===== src/rtl/clk_rst_seq_if.sv =====
// clk_rst_seq_if: 4-phase req/ack/wrn configuration bus for clk_rst_seq.
// Signals:
//   req    master->slave  request, held until ack
//   wrn    master->slave  0 = write, 1 = read
//   add    master->slave  channel register index
//   data   master->slave  write data
//   ack    slave->master  acknowledge, follows req one cycle late
//   r_data slave->master  read data, valid while ack=1
interface clk_rst_seq_if;
    logic        req;
    logic        wrn;
    logic [3:0]  add;
    logic [31:0] data;
    logic        ack;
    logic [31:0] r_data;
    modport master (output req, wrn, add, data, input ack, r_data);
    modport slave (input req, wrn, add, data, output ack, r_data);
endinterface


===== src/rtl/clk_rst_seq.sv =====
// clk_rst_seq: multi-channel reset release sequencer with per-channel clock-enable dividers.
// Ports:
//   clk_i        system clock
//   rstn_i       async active-low pad reset (deassertion synchronised internally)
//   testmode_i   1: rstn_o follows rstn_i, clk_en_o all 1
//   cfg          config bus slave (register k: [DIV_W-1:0]=DIV, [31]=HOLD)
//   clk_en_o     per-channel clock-enable pulse (period DIV+1)
//   rstn_o       per-channel active-low reset
//   init_done_o  1 once every channel slot has been released
module clk_rst_seq #(
    parameter int NUM_CH      = 4,
    parameter int DIV_W       = 8,
    parameter int SYNC_STAGES = 2,
    parameter int REL_GAP     = 16
) (
    input  logic              clk_i,
    input  logic              rstn_i,
    input  logic              testmode_i,
    clk_rst_seq_if.slave      cfg,
    output logic [NUM_CH-1:0] clk_en_o,
    output logic [NUM_CH-1:0] rstn_o,
    output logic              init_done_o
);
    localparam int CW = NUM_CH > 1 ? $clog2(NUM_CH) : 1;
    localparam int GW = REL_GAP > 1 ? $clog2(REL_GAP) : 1;

    typedef enum logic [1:0] {SYNC, REL, RUN} state_t;

    state_t                   r_state, w_state_nxt;
    logic [SYNC_STAGES-1:0]   r_sync;
    logic [CW-1:0]            r_ch, w_ch_nxt;
    logic [GW-1:0]            r_gap, w_gap_nxt;
    logic [NUM_CH-1:0]        r_rstn, r_hold, r_clr, w_rel, w_wr, w_en;
    logic [DIV_W-1:0]         r_div [NUM_CH];
    logic [DIV_W-1:0]         r_cnt [NUM_CH];
    logic                     r_ack, w_acc, w_unused;
    logic [31:0]              r_rdata, w_rd;

    // A transaction is accepted only on the first cycle of req, before ack rises.
    assign w_acc    = cfg.req & ~r_ack;
    assign w_unused = ^cfg.data;

    always_ff @(posedge clk_i or negedge rstn_i)
        if (!rstn_i) r_sync <= '0;
        else         r_sync <= {r_sync[SYNC_STAGES-2:0], 1'b1};

    always_comb begin
        w_state_nxt = r_state;
        w_ch_nxt    = r_ch;
        w_gap_nxt   = r_gap;
        case (r_state)
            SYNC: if (r_sync[SYNC_STAGES-1]) begin
                w_state_nxt = REL;
                w_ch_nxt    = '0;
                w_gap_nxt   = '0;
            end
            // The last channel is released on entering its slot; no trailing gap.
            REL: if (r_ch == CW'(NUM_CH - 1)) w_state_nxt = RUN;
                 else if (r_gap == GW'(REL_GAP - 1)) begin
                     w_ch_nxt  = r_ch + 1'b1;
                     w_gap_nxt = '0;
                 end else w_gap_nxt = r_gap + 1'b1;
            RUN: w_state_nxt = RUN;
            default: w_state_nxt = SYNC;
        endcase
    end

    always_ff @(posedge clk_i or negedge rstn_i)
        if (!rstn_i) begin
            r_state <= SYNC;
            r_ch    <= '0;
            r_gap   <= '0;
        end else begin
            r_state <= w_state_nxt;
            r_ch    <= w_ch_nxt;
            r_gap   <= w_gap_nxt;
        end

    // Channels whose slot has been reached; HOLD masks them at register time.
    always_comb begin
        w_rel = '0;
        for (int k = 0; k < NUM_CH; k++)
            w_rel[k] = (r_state == RUN) || (r_state == REL && CW'(k) <= r_ch);
    end

    always_comb begin
        w_wr = '0;
        w_rd = '0;
        for (int k = 0; k < NUM_CH; k++) begin
            w_wr[k] = w_acc & ~cfg.wrn & (cfg.add == 4'(k));
            if (cfg.add == 4'(k)) w_rd = {r_hold[k], 31'(r_div[k])};
        end
    end

    always_comb begin
        w_en = '0;
        for (int k = 0; k < NUM_CH; k++) w_en[k] = r_rstn[k] & (r_cnt[k] == r_div[k]);
    end

    always_ff @(posedge clk_i or negedge rstn_i)
        if (!rstn_i) begin
            r_ack   <= 1'b0;
            r_rdata <= '0;
            r_rstn  <= '0;
            r_hold  <= '0;
            r_clr   <= '0;
            for (int k = 0; k < NUM_CH; k++) begin
                r_div[k] <= '0;
                r_cnt[k] <= '0;
            end
        end else begin
            r_ack  <= cfg.req;
            r_rstn <= w_rel & ~r_hold;
            r_clr  <= w_wr;
            if (w_acc & cfg.wrn) r_rdata <= w_rd;
            for (int k = 0; k < NUM_CH; k++) begin
                if (w_wr[k]) begin
                    r_div[k]  <= cfg.data[DIV_W-1:0];
                    r_hold[k] <= cfg.data[31];
                end
                // r_clr restarts the count the cycle after a DIV write.
                r_cnt[k] <= (r_clr[k] | ~r_rstn[k] | w_en[k]) ? '0 : r_cnt[k] + 1'b1;
            end
        end

    assign cfg.ack      = r_ack;
    assign cfg.r_data   = r_rdata;
    assign clk_en_o     = testmode_i ? '1 : w_en;
    assign rstn_o       = testmode_i ? {NUM_CH{rstn_i}} : r_rstn;
    assign init_done_o  = (r_state == RUN);
endmodule


===== src/flat_wrapper.sv =====
// flat-port wrapper written by rule: the top's interface ports become plain ports
module clk_rst_seq_flat 
#(
    parameter int NUM_CH      = 4,
    parameter int DIV_W       = 8,
    parameter int SYNC_STAGES = 2,
    parameter int REL_GAP     = 16
)
  (clk_i, rstn_i, testmode_i, clk_en_o, rstn_o, init_done_o, cfg_req, cfg_wrn, cfg_add, cfg_data, cfg_ack, cfg_r_data);
  clk_rst_seq_if cfg_i ();
  input  logic clk_i;
  input  logic rstn_i;
  input  logic testmode_i;
  output logic [NUM_CH-1:0] clk_en_o;
  output logic [NUM_CH-1:0] rstn_o;
  output logic init_done_o;
  input wire logic [$bits(cfg_i.req)-1:0] cfg_req;
  input wire logic [$bits(cfg_i.wrn)-1:0] cfg_wrn;
  input wire logic [$bits(cfg_i.add)-1:0] cfg_add;
  input wire logic [$bits(cfg_i.data)-1:0] cfg_data;
  output wire logic [$bits(cfg_i.ack)-1:0] cfg_ack;
  output wire logic [$bits(cfg_i.r_data)-1:0] cfg_r_data;
  assign cfg_i.req = cfg_req;
  assign cfg_i.wrn = cfg_wrn;
  assign cfg_i.add = cfg_add;
  assign cfg_i.data = cfg_data;
  assign cfg_ack = cfg_i.ack;
  assign cfg_r_data = cfg_i.r_data;
  clk_rst_seq #(.NUM_CH(NUM_CH), .DIV_W(DIV_W), .SYNC_STAGES(SYNC_STAGES), .REL_GAP(REL_GAP)) u_core (.clk_i(clk_i), .rstn_i(rstn_i), .testmode_i(testmode_i), .cfg(cfg_i), .clk_en_o(clk_en_o), .rstn_o(rstn_o), .init_done_o(init_done_o));
endmodule

===== config.mk =====
export PLATFORM = sky130hd
export DESIGN_NAME = clk_rst_seq_flat
export DESIGN_NICKNAME = d
export VERILOG_FILES = /design/src/rtl/clk_rst_seq_if.sv /design/src/rtl/clk_rst_seq.sv /design/src/flat_wrapper.sv
export SDC_FILE = /design/constraint.sdc
export NUM_CORES = 1
export LEC_CHECK = 0
export BUFFER_PORTS_ARGS = -buffer_cell sky130_fd_sc_hd__buf_2
export CAP_MARGIN = 30
export CORE_AREA = 2 2 82 142
export CTS_CLUSTER_DIAMETER = 200
export DETAILED_ROUTE_END_ITERATION = 10
export DIE_AREA = 0 0 84 144
export GPL_TIMING_DRIVEN = 0
export RECOVER_POWER = 100
export SLEW_MARGIN = 40
export SYNTH_ARGS = -nofsm -noshare
export SYNTH_HDL_FRONTEND = slang
export SYNTH_SLANG_ARGS = --single-unit

===== constraint.sdc =====
create_clock -name clk_i -period 3 [get_ports clk_i]
set_input_delay 0.45 -clock clk_i [delete_from_list [all_inputs] [get_ports clk_i]]
set_output_delay 0.45 -clock clk_i [all_outputs]
set_load 0.03 [all_outputs]

==> flow_summary.json <==
{
  "cts.htree.levels": 3,
  "synth.area.top_cells": "dfrtp_1 (50%), mux2_2 (10%), xnor2_1 (6.6%)",
  "synth_area_leader_cell": "dfrtp_1",
  "max-slew-margin-rel_pct": 40.3,
  "cts_tree": "done",
  "start_util_pct": 43.6,
  "skew_ns": 0.00883,
  "finalWirelength_um": 10300,
  "die-height_um": 144,
  "r2r-start": "u_core.cfg.ack",
  "async_flop_share_pct": 100,
  "outcome": "finished, final reports clean",
  "crit_path_end_kind": "output port",
  "routed_via_density": 5.12,
  "postCtsSetupBuffers": 0,
  "ys_types": 37,
  "die_w_um": 84,
  "syn_area_sq_um": 4810,
  "wl_per_cell_um": 16.2,
  "nets": 547,
  "grt_usage_pct": 17.9,
  "hold_violations": 0,
  "post-place-ws_ns": 1.02,
  "path_clk_slew_ns": 0.06,
  "critPathKind": "in -> out",
  "crit_start": "rstn_i",
  "dpl.hpwl_um": 7820,
  "r2r_cells": 3,
  "synthToLayoutAreaGrowth_pct": 14.5,
  "synth-edff-count": 0,
  "avgSynthCellArea_sq_um": 11.3,
  "grt_pass1_vias": 3281,
  "grt_pass1_wl_um": 16600,
  "cts_buffers": 9,
  "dr.pass1.iters": 4,
  "netlist.area_leader.share_pct": 49.9,
  "antenna_found_initial": 0,
  "period_share_pct": 88.1,
  "min_from": "cfg_req",
  "p_leak_uw": 0.00260,
  "design_area_sq_um": 5510,
  "synthFlopType": "dfrtp_1",
  "crit_path_end": "rstn_o[1]",
  "io_pins": 83,
  "maxSlewViolCount": 0,
  "power.density_nw_per_um2": 684,
  "ys_warn_count": 0,
  "fmaxAchievable_mhz": 379,
  "cts_sinks": 96,
  "worstSkewPairLatency_ns": 0.34,
  "ir_drop_v": 0.000391,
  "maxCapViolCount": 0,
  "drc": 0,
  "core_region_area_sq_um": 11000,
  "gp_congestion": 0.832,
  "setup_violations": 0,
  "critPathLaunchType": "input pin",
  "vias": 3237,
  "tightest_slew_ns": 0.886,
  "grt_max_degree": 71,
  "numPortBuffers": 36,
  "max_stage_delay_ns": 0.56,
  "ys_ff_latch": 96,
  "r2r_end": "u_core.r_div[11]",
  "min_path_type": "in -> reg",
  "path_cells": "dlygate4sd3_1 -> buf_8 -> buf_16 -> nand2_1 -> o21ai_0 -> clkbuf_1",
  "cts-root-buf": "clkbuf_16",
  "antenna_left": 0,
  "drive_gt1_share_pct": 21.6,
  "seq_area_frac_synth_pct": 49.9,
  "overflow": 0,
  "r2r_slack_ns": 0.79,
  "diodes": 0,
  "total_power_uw": 3770,
  "core.rowCount": 51,
  "critPathArrivalTime_ns": 2.19,
  "drt_iter0_markers": 168,
  "postSynthCellCount": 424,
  "required_ns": 2.55,
  "period_needed_ns": 2.64,
  "die_area_sq_um": 12100,
  "crit_slowest_cell": "dlygate4sd3_1",
  "place_area_sq_um": 5280,
  "cp_max_fo": 70,
  "setup_ws_ns": 0.358,
  "ctsLongestPathBuffers": 2,
  "rsz0062_at_grt": "no"
}
report_power, final:
part	internal [uW]	switching, uW	total [uW]
sequential	1470	167	1640
combinational	364	595	959
clock	672	500	1170
total	2500	1260	3770
stage by stage:
step / instances / hold WS, ns / setup TNS [ns] / util, %
3_5_place_dp: 615 / 0.314 / 0 / 47.8
4_1_cts: 632 / 0.227 / 0 / 50.7
5_1_grt: 632 / 0.238 / 0 / 49.9
2_1_floorplan: 446 / 0.154 / 0 / -
3_3_place_gp: 614 / 0.335 / -0.842 / 47.5
6_report: 632 / 0.243 / 0 / 49.9
layer usage:
layer / global-route usage [%] / vias to the layer above / part of all wire [%]
met3: 3.42 / 17 / 3.6
met2: 32.6 / 74 / 54
met4: 9.42 / 0 / 3.3
li1: - / 1559 / -
met5: 0 / - / 0
met1: 19.7 / 1587 / 39
cells in the final DEF (no fill, tap or decap), types with 2 or more instances in the layout:
master	count
o21ai_0	12
o31ai_1	4
dfrtp_1	96
conb_1	24
mux2i_1	4
xnor2_1	36
buf_4	24
inv_1	21
a22o_1	9
a22oi_1	8
a21oi_1	16
nand2_1	5
nand4_1	10
nand3_1	25
nor2b_1	2
clkbuf_16	9
nand2b_1	4
buf_2	17
ha_1	11
xor2_1	20
nor2_2	2
and3_1	9
mux2_2	44
nor2_1	46
clkinv_4	3
clkbuf_1	23
synth_stat cells (all sizes together), types with 3 or more instances:
cell	instances
nor2	48
and3	9
xor2	20
mux2	44
a22o	9
nand4	10
nand2b	4
inv	21
mux2i	4
o31ai	4
o21ai	12
ha	11
xnor2	36
buf	26
a22oi	8
nand3	25
a21oi	16
dfrtp	96
nand2	5
clkbuf	3
worst max-delay path: cells and delay by family:
kind                   cells  cell delay [ns]
AOI/OAI and AO/OA          1             0.10
buffers and inverters      4             1.45
and+or+nand+nor            1             0.14
layout make-up:
class	instances	area, sq um
Fill cell	1042	5530
Clock inverter	6	68.8
Multi-Input combinational cell	300	2150
Clock buffer	10	239
Tap cell	132	165
Timing Repair Buffer	38	203
Buffer	29	201
Inverter	21	78.8
Sequential cell	96	2400
registers in the layout (all words and copies together), names as in the netlist:
| name | count |
|---|---|
| u_core.r_gap | 4 |
| u_core.r_hold | 4 |
| u_core.r_clr | 4 |
| u_core.r_div | 32 |
| u_core.cfg.ack | 1 |
| u_core.cfg.r_data | 9 |
| u_core.r_ch | 2 |
| u_core.r_rstn | 4 |
| u_core.r_cnt | 32 |
| u_core.r_sync | 2 |
| u_core.r_state | 2 |
worst min path at each step:
stage	depth (start not counted)	slack [ns]	to
global route	1	0.24	u_core.cfg.ack
finish	1	0.24	u_core.cfg.ack
global placement	0	0.34	u_core.r_sync[1]
detailed placement	1	0.31	u_core.r_sync[0]
floorplan	0	0.15	u_core.cfg.ack
CTS	1	0.23	u_core.cfg.ack
what timing repair did:
| action | in CTS | in global routing |
|---|---|---|
| hold buffers | 1 | 0 |
| gates resized for setup | 0 | 0 |
| endpoints found under the hold margin | 27 | 0 |
| endpoints found under the setup margin | 0 | 0 |
kinds of logic after synthesis:
kind of cell	count (synthesis)	synth area share [%]
other cells	2	0.156
buf+inv	50	5.83
flops	96	49.9
xor+xnor	56	10.2
simple gates	108	12.5
compound gates	52	6.89
mux	49	11.6
fa+ha+maj	11	2.86
(Power assumes the default switching activity.)
